File: src/rtl/fmc_apb_perf_counters.sv
// APB register block that reports FMC and APB root-bus activity over fixed windows of CLK_HZ cycles.
// Defining FMC_PERF_UPTIME_EN adds a 32-bit window counter at offset 0x28.
module fmc_apb_perf_counters #(
  parameter int unsigned CLK_HZ    = 125000000,
  parameter int unsigned CNT_WIDTH = 48
) (
  input  logic        pclk_i,
  input  logic        preset_n_i,
  input  logic        psel_i,
  input  logic        penable_i,
  input  logic        pwrite_i,
  input  logic [31:0] paddr_i,
  input  logic [31:0] pwdata_i,
  input  logic [3:0]  pstrb_i,
  output logic [31:0] prdata_o,
  output logic        pready_o,
  output logic        pslverr_o,
  input  logic        mon_penable_i,
  input  logic        mon_pready_i,
  input  logic        mon_pwrite_i,
  input  logic        fmc_cs_n_i,
  input  logic        fmc_nl_nadv_i
);

  localparam int unsigned NCNT = 5;
  localparam int unsigned TW   = (CLK_HZ > 1) ? $clog2(CLK_HZ) : 1;
  localparam logic [TW-1:0] TICK_LAST = TW'(CLK_HZ - 1);
  localparam logic [CNT_WIDTH-1:0] CNT_MAX = '1;

  logic [TW-1:0]                  tick_cnt_q;
  logic                           tick;
  logic [NCNT-1:0]                en;
  logic [NCNT-1:0][CNT_WIDTH-1:0] raw_q;
  logic [NCNT-1:0][CNT_WIDTH-1:0] snap_q;
  logic [31:0]                    hi_shadow_q, hi_shadow_d;
  logic [31:0]                    prdata_q, prdata_d;
  logic                           pready_q;
  logic                           pslverr_q, pslverr_d;
  logic                           setup;
  logic                           clr;
  logic [7:0]                     off;
  logic                           unused_ok;

  // Index order: READS, WRITES, APB_ACTIVE, FMC_ACTIVE, FMC_ADDR.
  assign en = {!fmc_nl_nadv_i,
               !fmc_cs_n_i,
               mon_penable_i,
               mon_penable_i && mon_pready_i && mon_pwrite_i,
               mon_penable_i && mon_pready_i && !mon_pwrite_i};

  assign off       = paddr_i[7:0];
  assign setup     = psel_i && !penable_i;
  assign clr       = setup && pwrite_i && (off == 8'h2C) && pwdata_i[0];
  assign tick      = (tick_cnt_q == TICK_LAST);
  assign unused_ok = ^{paddr_i[31:8], pwdata_i[31:1], pstrb_i};

  function automatic logic [CNT_WIDTH-1:0] sat_inc(input logic [CNT_WIDTH-1:0] v,
                                                    input logic             e);
    return (e && (v != CNT_MAX)) ? v + CNT_WIDTH'(1) : v;
  endfunction

`ifdef FMC_PERF_UPTIME_EN
  logic [31:0] uptime_q;

  always_ff @(posedge pclk_i or negedge preset_n_i) begin
    if (!preset_n_i) begin
      uptime_q <= '0;
    end else if (clr) begin
      uptime_q <= '0;
    end else if (tick) begin
      uptime_q <= uptime_q + 32'd1;
    end
  end
`endif

  always_comb begin
    pslverr_d   = 1'b0;
    prdata_d    = '0;
    hi_shadow_d = hi_shadow_q;
    if (pwrite_i) begin
      pslverr_d = (off != 8'h2C);
    end else if ((off[1:0] != 2'b00) || (off >= 8'h30)) begin
      pslverr_d = 1'b1;
    end else if (off < 8'h28) begin
      if (off[2]) begin
        prdata_d = hi_shadow_q;
      end else begin
        // Lo read latches the same pre-tick snapshot it returns, keeping the lo/hi pair coherent.
        for (int unsigned k = 0; k < NCNT; k++) begin
          if (off[5:3] == k[2:0]) begin
            prdata_d    = snap_q[k[2:0]][31:0];
            hi_shadow_d = 32'(snap_q[k[2:0]][CNT_WIDTH-1:32]);
          end
        end
      end
    end else if (off == 8'h28) begin
`ifdef FMC_PERF_UPTIME_EN
      prdata_d = uptime_q;
`else
      pslverr_d = 1'b1;
`endif
    end
  end

  always_ff @(posedge pclk_i or negedge preset_n_i) begin
    if (!preset_n_i) begin
      pready_q    <= 1'b0;
      pslverr_q   <= 1'b0;
      prdata_q    <= '0;
      hi_shadow_q <= '0;
      tick_cnt_q  <= '0;
      raw_q       <= '0;
      snap_q      <= '0;
    end else begin
      pready_q  <= setup;
      pslverr_q <= setup && pslverr_d;
      prdata_q  <= setup ? prdata_d : '0;
      if (setup) begin
        hi_shadow_q <= hi_shadow_d;
      end
      // A clear in the tick cycle wins over the snapshot update.
      if (clr) begin
        tick_cnt_q <= '0;
        raw_q      <= '0;
        snap_q     <= '0;
      end else begin
        tick_cnt_q <= tick ? '0 : tick_cnt_q + TW'(1);
        for (int unsigned k = 0; k < NCNT; k++) begin
          if (tick) begin
            snap_q[k[2:0]] <= sat_inc(raw_q[k[2:0]], en[k[2:0]]);
            raw_q[k[2:0]]  <= '0;
          end else begin
            raw_q[k[2:0]]  <= sat_inc(raw_q[k[2:0]], en[k[2:0]]);
          end
        end
      end
    end
  end

  assign prdata_o  = prdata_q;
  assign pready_o  = pready_q;
  assign pslverr_o = pslverr_q;

endmodule
File: config.mk
export PLATFORM = sky130hd
export DESIGN_NAME = fmc_apb_perf_counters
export DESIGN_NICKNAME = d
export VERILOG_FILES = /design/src/rtl/fmc_apb_perf_counters.sv
export SDC_FILE = /design/constraint.sdc
export NUM_CORES = 1
export LEC_CHECK = 0
export BUFFER_PORTS_ARGS = -buffer_cell sky130_fd_sc_hd__buf_4
export CAP_MARGIN = 20
export CORE_MARGIN = 2
export CORE_UTILIZATION = 35
export DETAILED_ROUTE_END_ITERATION = 10
export PLACE_DENSITY = 0.53
export SKIP_CTS_REPAIR_TIMING = 1
export SLEW_MARGIN = 10
export SYNTH_ARGS = -nofsm -noshare
export SYNTH_HDL_FRONTEND = slang
export SYNTH_SLANG_ARGS = --single-unit
File: constraint.sdc
create_clock -name pclk_i -period 2.7 [get_ports pclk_i]
set_input_delay 0.54 -clock pclk_i [delete_from_list [all_inputs] [get_ports pclk_i]]
set_output_delay 0.54 -clock pclk_i [all_outputs]
set_load 0.01 [all_outputs]
==> impl_metrics.py <==
metrics = {
    "power": {
        "pwr-share-comb_pct": 7.4,
        "p_sw_share_pct": 25.0,
        "switching_power_w": 0.00484,
        "p_int_w": 0.0145,
        "peakVddDrop_mv": 0.447,
        "p_leak_nw": 13.8,
        "powerDensity_nw_per_um2": 619,
        "power_frac_clock_pct": 46.4,
        "p_seq_share_pct": 46.2,
    },
    "synth": {
        "syn_inst": 2741,
        "ys_ff_latch": 557,
        "synth_area_um2": 26400,
        "synth-edff-count": 0,
        "synth_top_family_by_area": "simple AND/OR/NAND/NOR gates",
        "synthAdderAreaFrac_pct": 0.284,
        "synthesis.nets": 2825,
        "synth.distinct_cells": 64,
        "synthArstFlopShare_pct": 100,
        "synth_seq_area_share_pct": 52.7,
        "synthFlopType": "dfrtp_1",
        "synthXorXnorAreaFrac_pct": 8.38,
        "muxShareOfSynthArea_pct": 3.59,
        "synth_compound_area_share_pct": 11.7,
        "syn_area_per_cell_um2": 9.65,
        "yosys.area_share.simple_pct": 20.4,
        "yosysWarnings": 0,
    },
    "global_route": {
        "overflow": 0,
        "grt_pass1_wl_mm": 126,
        "grt_use_total_pct": 21.1,
        "grt_pass1_vias": 21200,
        "antenna_found_initial": 3,
        "grt_max_degree": 77,
    },
    "sta": {
        "fin_crit_ns": 2.62,
        "worst_pin_slew_ns": 1.08,
        "finalHoldViolations": 0,
        "drv_slew": 0,
        "maxSlewHeadroom_pct": 27.3,
        "worst_slack_ns": 0.0768,
        "period_share_pct": 97.2,
        "clock_skew_ns": 0.0244,
        "setup_violations": 0,
        "tns_ns": 0,
        "grt_setup_unrepaired": "true",
        "max_freq_mhz": 381,
    },
    "detailed_routing": {
        "drt_first_pass_iters": 6,
        "vias_per_cell": 5.41,
        "via_count": 21000,
        "wirelength_mm": 81.2,
        "route.detailed.drc": 0,
        "wl_per_cell_um": 20.9,
        "final_antenna_net_count": 0,
        "drt_iter0_drc": 1849,
    },
    "layout": {
        "fin_util_pct": 42.0,
        "area.growth.synth_to_final_pct": 18.4,
        "fin_nets": 2948,
        "drive_above_1_share_pct": 13.4,
        "fin_cells": 3882,
    },
    "critical_path": {
        "crit_buf_inv": 1,
        "crit_arrival_ns": 3.09,
        "crit_path_max_incr_delay_ns": 0.57,
        "endpoint_kind": "flip-flop",
        "start_kind": "flip-flop",
        "worstPathCellList": "nand4_1 -> or4_1 -> or3_4 -> o31ai_4 -> buf_12 -> nor3_1 -> xnor2_1 -> a211oi_1",
        "critPathKind": "reg2reg",
        "critical_path.top_delay_family": "simple AND/OR/NAND/NOR gates",
        "cpMaxStageDelayCell": "or4_1",
        "required_ns": 3.17,
        "cp_max_fo": 7,
    },
    "clocking": {
        "cts_tree": "done",
        "cts_sinks": 557,
        "htreeDepth": 3,
        "cts-buffers-inserted": 66,
        "clk_path_buf_depth": 3,
        "ctsRootBufferMaster": "clkbuf_16",
        "clk_pin_slew_ns": 0.06,
        "clock_latency_ns": 0.62,
    },
    "run_status": {
        "status": "finished clean",
    },
    "placement": {
        "gp_congestion": 0.896,
        "place_ws_ns": -0.0222,
        "io_buffers": 52,
        "dp.cells": 3763,
        "hpwl_mm": 59.3,
    },
    "floorplan": {
        "die_h_um": 279,
        "core_area_um2": 74600,
        "die_w_um": 279,
        "initial_core_util_pct": 35.5,
        "io_pins": 112,
        "fp.dieArea_um2": 77800,
        "rows": 100,
    },
    "min_path": {
        "hp-class": "in2reg",
    },
    "flow_run": {
        "maxCapViolCount": 0,
    },
}
-- worst register-to-register path: stages (launching register included) --
cell      delay (ns)
dfrtp_1         0.41
nand4_1         0.18
or4_1           0.57
or3_4           0.43
o31ai_4         0.24
buf_12          0.16
nor3_1          0.06
xnor2_1         0.30
a211oi_1        0.13
-- cells by family after synthesis --
group	count (synthesis)
xor+xnor	253
buf+inv	188
simple gates	1109
mux	57
flops	557
fa+ha+maj	6
compound gates	571
-- per-layer routing --
metal | GRT usage, % | part of all wire (%) | vias up
met5 | 1.00 | 0.028 | -
li1 | - | - | 9833
met2 | 34.0 | 47 | 480
met1 | 27.8 | 44 | 10600
met3 | 4.78 | 6.1 | 134
met4 | 7.43 | 3.3 | 4
-- layout by cell type (no fill, tap or decap), types with 3 or more instances in the layout --
cell type and count:
nor4_4 5, nand4_1 102, nor4_1 24, buf_4 182
xor2_1 148, clkbuf_1 15, nor3_1 51, inv_6 4
mux4_2 30, mux2i_1 25, nor4b_1 7, nand3_1 111
and2_1 12, a2111oi_0 15, inv_1 25, and4_1 25
a211oi_1 43, a31oi_1 3, clkbuf_8 12, nor2_1 484
nor2b_1 52, nor3_2 5, and3_1 40, clkbuf_16 67
or3_1 4, ha_1 6, dfrtp_1 557, clkinv_2 8
xnor2_1 103, or2_2 5, nand2_1 142, o21ai_0 224
buf_12 33, bufinv_16 5, or4_1 6, a21oi_1 271
and4bb_2 3, nor4_2 3
-- final cells by class --
cell class              count  area, um2
multi-input cells        1996      11800
repair buffers            218       2060
clock inverters            22        282
clock buffers              94       1900
diodes                      1       2.50
well taps                 969       1210
flip-flops and latches    557      13900
fillers                  7196      43300
inverters                  25       93.8
-- synth_stat cells (3+ instances only) --
cell	number	area (um2)
dfrtp_1	557	13900
nor2_1	486	1820
a21oi_1	271	1360
o21ai_0	224	1120
xor2_1	148	1300
nand2_1	143	537
clkbuf_1	118	443
nand3_1	111	556
xnor2_1	105	920
nand4_1	102	638
nor3_1	53	265
nor2b_1	52	325
a211oi_1	43	323
and3_1	40	250
buf_2	38	190
mux4_2	30	676
nor4_1	26	163
and4_1	25	219
inv_1	25	93.8
mux2i_1	25	250
a2111oi_0	15	131
and2_1	12	75.1
nor4b_1	7	61.3
or4_1	7	52.6
ha_1	6	75.1
nor3_2	5	50.1
or2_2	5	31.3
or3_1	5	31.3
buf_4	4	30.0
nor4_2	4	50.1
a31oi_1	3	18.8
and4bb_2	3	37.5
-- registers in the layout (all words and copies together), names as in the netlist --
signal / count
raw_q: 240
pready_o: 1
tick_cnt_q: 27
snap_q: 240
prdata_o: 32
pslverr_o: 1
hi_shadow_q: 16
-- stage by stage --
stage | hold slack [ns] | instance area (um2) | power, W
floorplan | 0.244 | 26400 | 0.00979
global placement | 0.460 | 29100 | 0.0105
detailed placement | 0.475 | 29100 | 0.0105
CTS | -0.129 | 31200 | 0.0196
global route | 0.306 | 31300 | 0.0201
finish | 0.305 | 31300 | 0.0194
-- power by group through the flow --
stage	Sequential, W	Combinational [W]	Clock, W
3_5_place_dp	0.00909	0.00145	0
5_1_grt	0.00897	0.00161	0.00954
3_3_place_gp	0.00906	0.00142	0
2_1_floorplan	0.00901	0.000780	0
6_report	0.00894	0.00144	0.00899
4_1_cts	0.00894	0.00147	0.00920
-- path summary, 6_finish.rpt --
| path | depth (start not counted) | slack, ns | start | endpoint |
|---|---|---|---|---|
| worst max-delay path | 8 | 0.08 | raw_q[73]$_DFF_PN0_ | snap_q[85]$_DFFE_PN0P_ |
| worst min-delay path | 3 | 0.30 | psel_i | pready_o$_DFF_PN0_ |
| worst max register to register | 8 | 0.08 | raw_q[73]$_DFF_PN0_ | snap_q[85]$_DFFE_PN0P_ |
| worst min register to register | 2 | 0.49 | hi_shadow_q[14]$_DFFE_PN0P_ | hi_shadow_q[14]$_DFFE_PN0P_ |
| max in group asynchronous | 3 | 1.40 | preset_n_i | raw_q[231]$_DFF_PN0_ |
| min in group asynchronous | 2 | 0.46 | preset_n_i | raw_q[80]$_DFF_PN0_ |
Note: power is estimated with default switching activity, not from simulation.
